<file path="config.mk">
export PLATFORM = sky130hd
export DESIGN_NAME = fetch_ctrl
export DESIGN_NICKNAME = d
export VERILOG_FILES = /design/src/rtl/pipeline_pkg.sv /design/src/rtl/fetch_ctrl_sat_counter.sv /design/src/rtl/fetch_ctrl.sv
export SDC_FILE = /design/constraint.sdc
export NUM_CORES = 1
export LEC_CHECK = 0
export BUFFER_PORTS_ARGS = -buffer_cell sky130_fd_sc_hd__buf_2
export CAP_MARGIN = 20
export CORE_MARGIN = 2
export CORE_UTILIZATION = 44
export DETAILED_ROUTE_END_ITERATION = 10
export PLACE_DENSITY = 0.78
export SLEW_MARGIN = 20
export SYNTH_ARGS = -nofsm -noshare
export SYNTH_HDL_FRONTEND = slang
export SYNTH_SLANG_ARGS = --single-unit
</file>
<file path="constraint.sdc">
create_clock -name CLK -period 2.1 [get_ports CLK]
set_clock_uncertainty 0.05 [all_clocks]
set_input_delay 0.525 -clock CLK [delete_from_list [all_inputs] [get_ports CLK]]
set_output_delay 0.525 -clock CLK [all_outputs]
set_load 0.1 [all_outputs]
</file>
<file path="src/rtl/pipeline_pkg.sv">
// Shared pipeline definitions: fetch sequencer state encoding and PC reset value.
package pipeline_pkg;

  // Width of the fetch sequencer state register.
  localparam int unsigned FETCH_ST_W = 2;

  // Value the PC (and fetch-side address/instruction buffers) take on reset.
  localparam logic [31:0] PC_RESET = 32'h0000_0000;

  // Fetch sequencer states.
  //   FETCH_REQ    : requesting the instruction at PCF.
  //   FETCH_HOLD   : returned instruction buffered while decode is stalled.
  //   FETCH_SQUASH : wrong-path request still outstanding after a redirect.
  typedef enum logic [FETCH_ST_W-1:0] {
    FETCH_REQ    = 2'd0,
    FETCH_HOLD   = 2'd1,
    FETCH_SQUASH = 2'd2
  } fetch_state_e;

  // Even parity over a 32-bit word, for buffers that want a cheap integrity bit.
  function automatic logic parity32(input logic [31:0] word);
    return ^word;
  endfunction

endpackage

</file>
<file path="src/rtl/fetch_ctrl_sat_counter.sv">
// Saturating up-counter: clears synchronously, increments on inc_i and
// sticks at all-ones instead of wrapping.
module sat_counter #(
  parameter int unsigned W = 16
) (
  input  logic         CLK,
  input  logic         clear_i,
  input  logic         inc_i,
  output logic [W-1:0] count_o
);

  localparam logic [W-1:0] CNT_MAX = {W{1'b1}};
  localparam logic [W-1:0] CNT_ONE = W'(1);
  localparam logic [W-1:0] CNT_ZERO = {W{1'b0}};

  logic [W-1:0] count_q;
  logic [W-1:0] count_d;

  // Next count: clear has priority, otherwise step up unless already saturated.
  always_comb begin
    count_d = count_q;
    if (clear_i) begin
      count_d = CNT_ZERO;
    end else if (inc_i && (count_q != CNT_MAX)) begin
      count_d = count_q + CNT_ONE;
    end else begin
      count_d = count_q;
    end
  end

  // Count register.
  always_ff @(posedge CLK) begin
    count_q <= count_d;
  end

  assign count_o = count_q;

endmodule

</file>
<file path="src/rtl/fetch_ctrl.sv">
// Fetch sequencer between the IF stage and a variable-latency instruction
// memory. Drives the request handshake, generates StallF, qualifies InstrF
// with InstrValidF, squashes wrong-path returns after a redirect and buffers
// a returned instruction while decode is stalled so memory is not re-read.
//
// Optional build macro FETCH_CTRL_PERF_EN adds perf_stall_cyc (cycles with
// StallF=1 outside reset) and perf_squash (discarded returns), both saturating.
module fetch_ctrl
  import pipeline_pkg::*;
(
  input  logic        CLK,
  input  logic        reset,
  input  logic [31:0] PCF,
  input  logic        PCSrcE,
  input  logic        StallD,
  output logic        imem_req,
  output logic [31:0] imem_addr,
  input  logic        imem_ack,
  input  logic [31:0] imem_rdata,
  output logic        StallF,
  output logic [31:0] InstrF,
  output logic        InstrValidF
`ifdef FETCH_CTRL_PERF_EN
  ,
  output logic [31:0] perf_stall_cyc,
  output logic [15:0] perf_squash
`endif
);

  fetch_state_e state_q;
  fetch_state_e state_d;
  logic [31:0]  addr_q;
  logic [31:0]  addr_d;
  logic [31:0]  hold_q;
  logic [31:0]  hold_d;
  logic         discard_s;

  // Next state, buffer updates and the combinational fetch outputs.
  // Defaults describe a safe "request PCF, stall, nothing valid" cycle, which
  // is also exactly what the outputs must show while reset is asserted.
  always_comb begin
    state_d     = state_q;
    addr_d      = addr_q;
    hold_d      = hold_q;
    imem_req    = 1'b1;
    imem_addr   = PCF;
    InstrF      = imem_rdata;
    StallF      = 1'b1;
    InstrValidF = 1'b0;
    discard_s   = 1'b0;

    if (reset) begin
      // Reset wins over any ack arriving in the same cycle.
      state_d = FETCH_REQ;
      addr_d  = PC_RESET;
      hold_d  = PC_RESET;
    end else begin
      case (state_q)
        FETCH_REQ: begin
          // Remember the address in case a redirect leaves it outstanding.
          addr_d = PCF;
          if (PCSrcE) begin
            // Redirect: let the PC load the target; the current fetch is wrong-path.
            StallF = 1'b0;
            if (imem_ack) begin
              discard_s = 1'b1;
              state_d   = FETCH_REQ;
            end else begin
              state_d = FETCH_SQUASH;
            end
          end else if (imem_ack) begin
            if (StallD) begin
              // Decode busy: park the instruction and stop requesting.
              hold_d  = imem_rdata;
              state_d = FETCH_HOLD;
            end else begin
              InstrValidF = 1'b1;
              StallF      = 1'b0;
              state_d     = FETCH_REQ;
            end
          end else begin
            // Memory still busy: keep PCF (and so imem_addr) stable.
            state_d = FETCH_REQ;
          end
        end

        FETCH_HOLD: begin
          imem_req = 1'b0;
          InstrF   = hold_q;
          if (PCSrcE) begin
            // Buffered instruction is wrong-path; drop it and fetch the target.
            StallF  = 1'b0;
            state_d = FETCH_REQ;
          end else if (!StallD) begin
            InstrValidF = 1'b1;
            StallF      = 1'b0;
            state_d     = FETCH_REQ;
          end else begin
            state_d = FETCH_HOLD;
          end
        end

        FETCH_SQUASH: begin
          // Keep presenting the stale address until memory returns it; a
          // newer redirect still releases the PC register.
          imem_addr = addr_q;
          StallF    = !PCSrcE;
          if (imem_ack) begin
            discard_s = 1'b1;
            state_d   = FETCH_REQ;
          end else begin
            state_d = FETCH_SQUASH;
          end
        end

        default: begin
          // Unreachable encoding: recover into a clean request.
          state_d = FETCH_REQ;
        end
      endcase
    end
  end

  // Sequencer state, stale-address and hold buffers.
  always_ff @(posedge CLK) begin
    state_q <= state_d;
    addr_q  <= addr_d;
    hold_q  <= hold_d;
  end

`ifdef FETCH_CTRL_PERF_EN
  logic stall_cnt_inc_s;

  // A stall cycle counts only when not in reset.
  always_comb begin
    stall_cnt_inc_s = StallF & ~reset;
  end

  sat_counter #(
    .W (32)
  ) u_stall_cnt (
    .CLK     (CLK),
    .clear_i (reset),
    .inc_i   (stall_cnt_inc_s),
    .count_o (perf_stall_cyc)
  );

  sat_counter #(
    .W (16)
  ) u_squash_cnt (
    .CLK     (CLK),
    .clear_i (reset),
    .inc_i   (discard_s),
    .count_o (perf_squash)
  );
`endif

endmodule

</file>
==> results.yml, run 1 <==
outcome:
  status: "finished with violations"
  violations: "negative setup slack"
power:
  ir_worst_vdd_mv: 0.437
  p_total_mw: 3.84
  power_density_nw_per_um2: 643
  leakage_nw: 2.62
timing:
  finalCritPeriodShare_pct: 113
  finalWorstSetupSlack_ns: -0.279
  setup_violations: 66
  tightest_slew_ns: 0.529
  rsz0062_at_grt: "true"
  hold_viol: 0
  maxSlewHeadroom_pct: 64.7
  fin_crit_ns: 2.38
  max_freq_mhz: 420
  slew_viol_final: 0
detailed_routing:
  drt_iter0_markers: 73
  drc: 0
  wire_per_inst_um: 16.8
  first_pass_iters: 4
  wirelength_um: 10500
  route.antenna.remaining_nets: 0
  drt-vias-per-instance: 5.13
  vias: 3202
run:
  cap_violations: 0
grt:
  grt_use_total_pct: 20.9
  grt-ovfl-total: 0
  first_global_vias: 3140
  grt_pass1_wl_um: 14400
  antenna_found_initial: 0
  grt_start_max_net_pins: 74
floorplanning:
  fp.dieArea_um2: 8500
  initial_core_util_pct: 44.8
  coreArea_um2: 7650
  die_w_um: 92.2
  rows: 32
  num_io_pins: 136
  die_h_um: 92.2
worst_setup_path:
  worstPathCellList: "nor3b_4, buf_6, buf_12, mux2_2, buf_6"
  end_kind: "primary output"
  crit_slowest_cell: "dfxtp_4"
  crit_arrival_ns: 1.80
  cp_top_family: "buffers and inverters"
  cp_num_buf_inv: 3
  crit_path_start_kind: "register"
  worst-setup-path-type: "register to primary output"
  crit_path_max_fanout: 6
  cp_slowest_stage_delay_ns: 0.38
  crit_required_ns: 1.52
  timing.critical_path.mode_cell: "buf_6"
yosys:
  ys_seq_area_share_pct: 38.6
  netlist_area_um2: 3420
  ys_ff_latch: 66
  ys_types: 17
  synth_nets: 436
  syn_inst: 367
  avgSynthCellArea_um2: 9.33
  yosys_warnings: 0
layout:
  layout_common_cells: "buf_12 (71), buf_2 (68), nand2b_1 (65), nand2_1 (65), dfxtp_1 (64)"
  mostFrequentLayoutCell: "buf_12"
  drive_gt1_share_pct: 49.0
  nFillCells: 457
  layoutNonFillerInstCount: 624
  nets: 586
  final_util_pct: 78.0
  regArea_um2: 1330
  syn2layout_area_growth_pct: 74.3
  diodes: 0
  multi_input_area_um2: 2210
hold_path:
  hold_path_class: "input port to register"
cts:
  postCtsHoldBufs: 0
  root_buffer: "clkbuf_8"
  clk_pin_slew_ns: 0.08
  cts_made_buffers: 9
  cts_tree: "built"
  clk_latency_ns: 0.32
  cts_max_level: 3
  ctsLongestPathBuffers: 2
  clock_sinks: 66
placement:
  dp_hpwl_um: 5800
  placed_cells: 590
  gp_congestion: 0.741
  portBuffers: 135
-- worst register-to-register path: stages (launching register included) --
cell and delay [ns]:
dfxtp_4 0.36, buf_4 0.15, or2_1 0.27, nor3_4 0.21
buf_12 0.26, mux2i_1 0.28
-- flip-flops by register name (all words and copies together), names as in the netlist --
| name | cells |
|---|---|
| hold_q | 32 |
| state_q | 2 |
| addr_q | 32 |
-- per-layer routing --
| metal | vias to the layer above | track usage (%) | wire length [um] |
|---|---|---|---|
| li1 | 1523 | - | - |
| met4 | 0 | 7.46 | 218 |
| met2 | 105 | 37.9 | 5670 |
| met3 | 21 | 5.59 | 656 |
| met1 | 1553 | 23.4 | 3960 |
| met5 | - | 0 | 0 |
-- kinds of logic (layout without fill, tap and decap cells) --
group	after synthesis	count (layout)	synth area share, %
and+or+nand+nor	141	141	21.3
muxes	96	96	30.4
DFF	66	66	38.6
AOI/OAI and AO/OA	35	35	5.12
buffers and inverters	29	184	4.64
-- through the flow --
stage	hold slack (ns)	setup WS, ns	instance area [um2]	setup TNS [ns]
after global routing	0.392	-0.337	5970	-18.58
after detailed placement	0.397	-0.276	4750	-14.64
final	0.395	-0.279	5970	-14.91
after CTS	0.375	-0.263	5440	-14.27
after global placement	0.388	-0.262	4750	-13.94
after floorplan	0.383	-0.157	3620	-3.61
-- worst paths after layout --
kind	start	end	slack, ns	cells after the start
setup / recovery	state_q[1]	imem_addr[19]	-0.28	5
hold / removal	PCF[7]	addr_q[7]	0.39	3
setup reg to reg	state_q[0]	hold_q[0]	0.45	5
hold reg to reg	addr_q[10]	addr_q[10]	0.41	2
-- synth_stat cells --
cell / n / area [um2]
nand2b_1: 65 / 407
nor3_4: 1 / 16.3
nor2_1: 6 / 22.5
buf_6: 1 / 11.3
or2_1: 1 / 6.26
a21oi_1: 33 / 165
or4_1: 1 / 7.51
clkbuf_1: 16 / 60.1
o21ai_0: 2 / 10.0
dfxtp_1: 66 / 1320
inv_1: 2 / 7.51
buf_8: 3 / 45.0
mux2i_1: 32 / 320
nor3b_2: 2 / 25.0
nand2_1: 65 / 244
buf_2: 7 / 35.0
mux2_2: 64 / 721
-- power breakdown --
| group | switching, mW | internal, mW | leakage (nW) |
|---|---|---|---|
| registers | 0.0387 | 1.31 | 0.543 |
| logic | 0.889 | 0.571 | 1.98 |
| clock network | 0.482 | 0.541 | 0.0958 |
| total | 1.41 | 2.43 | 2.62 |
-- what timing repair did --
| action | 4_1_cts | 5_1_grt |
|---|---|---|
| cloned | 2 | 4 |
| pin swaps | 2 | 0 |
| resized for setup | 128 | 96 |
| buffers inserted | 3 | 11 |
| setup endpoints to repair | 65 | 67 |
-- layout make-up --
| type | instances | share of cell area [%] |
|---|---|---|
| Clock buffer | 10 | 2.14 |
| Clock inverter | 6 | 0.964 |
| Inverter | 2 | 0.168 |
| Multi-Input combinational cell | 272 | 37.0 |
| Sequential cell | 66 | 22.3 |
| Tap cell | 102 | 2.14 |
| Timing Repair Buffer | 166 | 35.3 |
Power figures use the tool's default switching activity.
==> run 2, diff against run 1 <==
Settings changed: CORE_MARGIN 2 to 5.
==> results.yml, run 2 (synthesis results as in run 1) <==
layout:
  nFillCells: 484
  layoutNonFillerInstCount: 617
  final_cell_area_um2: 5800
  mostFrequentLayoutCell: "buf_2"
  drive_gt1_share_pct: 48.3
  nets: 579
  layout_common_cells: "buf_2 (68), nand2b_1 (65), nand2_1 (65), buf_12 (65), dfxtp_1 (64)"
  final_util_pct: 75.9
  largestRegisters: "addr_q (32), hold_q (32), state_q (2)"
  diodes: 0
  syn2layout_area_growth_pct: 69.5
worst_setup_path:
  r2r-start: "state_q[0]"
  end_kind: "primary output"
  crit_path_max_fanout: 8
  crit_slowest_cell: "dfxtp_4"
  worst-setup-path-type: "register to primary output"
  crit_arrival_ns: 1.80
  cp_top_family: "buffers and inverters"
  worstPathCellList: "nor3b_4, buf_6, buf_12, buf_6, mux2_4, buf_12"
  crit_required_ns: 1.52
  crit_path_start_kind: "register"
  cp_slowest_stage_delay_ns: 0.38
  critical_path.startpoint: "state_q[1]"
  cp_num_buf_inv: 4
placement:
  portBuffers: 135
  gp_congestion: 0.732
  placed_cells: 590
  dp_hpwl_um: 6480
  placed_area_um2: 5080
  pre_cts_ws_ns: -0.275
outcome:
  status: "finished with violations"
  violations: "negative setup slack"
detailed_routing:
  drt_iter0_markers: 89
  drt-vias-per-instance: 5.10
  drc: 0
  wirelength_um: 10500
  wire_per_inst_um: 17.0
  route.antenna.remaining_nets: 0
  vias: 3144
  first_pass_iters: 4
timing:
  finalSetupTns_ns: -12.99
  finalCritPeriodShare_pct: 113
  setup_violations: 65
  fin_crit_ns: 2.37
  hold-worst-slack_ns: 0.403
  max_freq_mhz: 422
  rsz0062_at_grt: "true"
  slew_viol_final: 0
  finalWorstSetupSlack_ns: -0.272
  hold_viol: 0
  tightest_slew_ns: 0.427
  maxSlewHeadroom_pct: 71.5
cts:
  clock_sinks: 66
  cts_tree: "built"
  clk_pin_slew_ns: 0.07
  cts_max_level: 3
  cts_made_buffers: 9
  ctsLongestPathBuffers: 2
  clk_latency_ns: 0.32
  root_buffer: "clkbuf_8"
  postCtsHoldBufs: 0
run:
  cap_violations: 0
power:
  intPower_mw: 2.32
  leakage_nw: 2.53
  p_sw_mw: 1.40
  ir_worst_vdd_mv: 0.389
  power_frac_clock_pct: 25.1
  p_total_mw: 3.72
  p_sw_share_pct: 37.7
  power.share.sequential_pct: 36.4
  combPwrFrac_pct: 38.5
  power_density_nw_per_um2: 641
grt:
  antenna_found_initial: 0
  grt-ovfl-total: 0
  first_global_vias: 3407
  grt_use_total_pct: 21.2
  grt_pass1_wl_um: 16700
  grt_start_max_net_pins: 65
floorplanning:
  die_h_um: 98.2
  fp.dieArea_um2: 9650
  num_io_pins: 136
  initial_core_util_pct: 44.8
  rows: 32
  die_w_um: 98.2
  coreArea_um2: 7650
hold_path:
  worstHoldStart: "PCF[0]"
  hold_path_class: "input port to register"
==> run 2: cell count changes in the layout (fill, tap and decap cells not counted), moves of 3 or more <==
cell	delta
buf_6	-3
mux2_2	+8
buf_12	-6
mux2_4	-8
==> run 2: final cells by class <==
cell class | count | area [um2] | area share (%)
well taps | 102 | 128 | 2.20
clock buffers | 11 | 141 | 2.44
flip-flops and latches | 66 | 1330 | 22.9
clock inverters | 5 | 30.0 | 0.517
inverters | 2 | 7.51 | 0.129
repair buffers | 159 | 1990 | 34.3
multi-input cells | 272 | 2180 | 37.6
==> run 2: repair_timing <==
action	CTS	global route
gates resized for setup	98	9
pin swaps	3	0
gates cloned	5	2
setup endpoints to repair	67	67
setup buffers	5	1
==> run 2: per-layer routing <==
layer	vias to the layer above	track usage, %	share of wire [%]
met4	0	8.82	2.8
met2	120	39.0	53
met3	26	5.86	6.1
met1	1487	22.6	38
li1	1511	-	-
met5	-	0	0
==> run 2: path summary, 6_finish.rpt <==
| check | cells after the start | to | slack [ns] |
|---|---|---|---|
| worst max-delay path | 6 | imem_addr[5] | -0.27 |
| worst min-delay path | 3 | addr_q[0] | 0.40 |
| worst max register to register | 5 | hold_q[7] | 0.46 |
| worst min register to register | 2 | addr_q[9] | 0.41 |
==> run 2: tightest hold or removal path, stage by stage <==
cell and delay [ns]:
buf_2 0.10, nand2_1 0.05, a21oi_1 0.05
==> run 2: power by group through the flow <==
stage                     Sequential (mW)  Combinational (mW)  Clock (mW)
after floorplan                      1.37               0.911           0
after global placement               1.37                1.28           0
after detailed placement             1.38                1.30           0
after CTS                            1.35                1.43       0.958
after global routing                 1.36                1.49        1.01
final                                1.35                1.43       0.935
==> run 3, diff against run 2 <==
Settings changed: CTS_CLUSTER_DIAMETER set to 150, GPL_ROUTABILITY_DRIVEN set to 0, RECOVER_POWER set to 100.
==> results.yml, run 3 (synthesis results as in run 1) <==
worst_setup_path:
  r2r_end: "hold_q[1]"
  crit_arrival_ns: 1.80
  crit_path_max_fanout: 8
  r2r-start: "state_q[0]"
  crit_path_start_kind: "register"
  r2r_slack_ns: 0.17
  end_kind: "primary output"
  crit_required_ns: 1.52
  ff2ff_path_depth: 5
  worst-setup-path-type: "register to primary output"
outcome:
  violations: "negative setup slack"
  status: "finished with violations"
hold_path:
  whs_path_depth: 3
  holdPathEnd: "addr_q[0]"
  worstHoldStart: "PCF[0]"
  hold_path_class: "input port to register"
cts:
  clk_pin_slew_ns: 0.07
  postCtsHoldBufs: 0
  clock_sinks: 66
  root_buffer: "clkbuf_8"
  clk_latency_ns: 0.32
  cts_made_buffers: 9
  cts_max_level: 3
  ctsLongestPathBuffers: 2
  cts_tree: "built"
grt:
  grt_use_total_pct: 21.2
  grt_start_max_net_pins: 65
  first_global_vias: 3407
  grt-ovfl-total: 0
  grt_pass1_wl_um: 16700
  antenna_found_initial: 0
layout:
  syn2layout_area_growth_pct: 68.8
  mostFrequentLayoutCell: "buf_2"
  diodes: 0
  nFillCells: 488
  largestRegisters: "addr_q (32), hold_q (32), state_q (2)"
  nets: 579
  layoutNonFillerInstCount: 617
  layout_common_cells: "buf_2 (68), nand2b_1 (65), nand2_1 (65)"
  drive_gt1_share_pct: 48.0
  final_util_pct: 75.6
detailed_routing:
  route.antenna.remaining_nets: 0
  wire_per_inst_um: 17.1
  first_pass_iters: 4
  wirelength_um: 10500
  drc: 0
  vias: 3146
  drt-vias-per-instance: 5.10
  drt_iter0_markers: 98
timing:
  max_freq_mhz: 422
  finalCritPeriodShare_pct: 113
  hold-worst-slack_ns: 0.404
  maxSlewHeadroom_pct: 56.7
  fin_crit_ns: 2.37
  setup_violations: 65
  finalWorstSetupSlack_ns: -0.270
  hold_viol: 0
  finalSetupTns_ns: -12.95
  rsz0062_at_grt: "true"
  tightest_slew_ns: 0.649
  slew_viol_final: 0
floorplanning:
  fp.dieArea_um2: 9650
  num_io_pins: 136
  rows: 32
  die_h_um: 98.2
  die_w_um: 98.2
  coreArea_um2: 7650
  initial_core_util_pct: 44.8
placement:
  portBuffers: 135
  dp_hpwl_um: 6480
  placed_cells: 590
run:
  cap_violations: 0
power:
  power.share.sequential_pct: 36.4
  p_total_mw: 3.72
  power_density_nw_per_um2: 644
  leakage_nw: 2.51
  combPwrFrac_pct: 38.4
  p_sw_share_pct: 37.7
  power_frac_clock_pct: 25.2
  ir_worst_vdd_mv: 0.389
  p_sw_mw: 1.40
  intPower_mw: 2.32
[run 3: cell count changes in the layout (fill, tap and decap cells not counted), sizes merged]
cell / change
buf: -3
clkbuf: +3
[run 3: area by class of cell]
| cell class | count | area, um2 | share of cell area (%) |
|---|---|---|---|
| Multi-Input combinational cell | 272 | 2180 | 37.7 |
| Timing Repair Buffer | 159 | 1970 | 34.1 |
| Sequential cell | 66 | 1330 | 23.0 |
| Clock buffer | 11 | 141 | 2.45 |
| Tap cell | 102 | 128 | 2.21 |
| Clock inverter | 5 | 30.0 | 0.519 |
| Inverter | 2 | 7.51 | 0.130 |
[run 3: power groups by stage]
stage                     sequential, mW  combinational [mW]  clock [mW]
after global placement              1.37                1.28           0
final                               1.35                1.43       0.939
after detailed placement            1.38                1.30           0
after CTS                           1.35                1.43       0.958
after global routing                1.36                1.48        1.01
after floorplan                     1.37               0.911           0
[run 3: critical path, stage by stage, from the launching register on]
cell     delay [ns]
dfxtp_4        0.38
nor3b_4        0.21
buf_6          0.14
buf_12         0.14
buf_6          0.12
mux2_4         0.32
buf_12         0.17
[run 3: through the flow]
stage | instance area [um2] | worst slack (ns)
floorplan | 3620 | -0.157
global placement | 5080 | -0.235
detailed placement | 5080 | -0.275
CTS | 5770 | -0.270
global route | 5780 | -0.356
finish | 5780 | -0.270
[run 3: worst max path at each step]
stage	from	endpoint	slack, ns	depth (start not counted)
floorplan	reset	imem_addr[11]	-0.16	4
global placement	reset	imem_addr[28]	-0.23	5
detailed placement	reset	imem_addr[28]	-0.27	5
CTS	state_q[1]	imem_addr[11]	-0.27	5
global route	state_q[1]	imem_addr[5]	-0.36	6
finish	state_q[1]	imem_addr[5]	-0.27	6
[run 3: routing by layer]
metal | wire, um | up-vias | GRT usage, %
met5 | 0 | - | 0
met4 | 293 | 0 | 8.82
met3 | 621 | 25 | 5.86
met2 | 5670 | 117 | 39.0
met1 | 3940 | 1493 | 22.6
li1 | - | 1511 | -
[run 3: what timing repair did]
item                                    CTS  global route
pin swaps                                 3             0
setup buffers                             5             1
cloned                                    5             2
endpoints found under the setup margin   67            67
gates resized for setup                  98             9
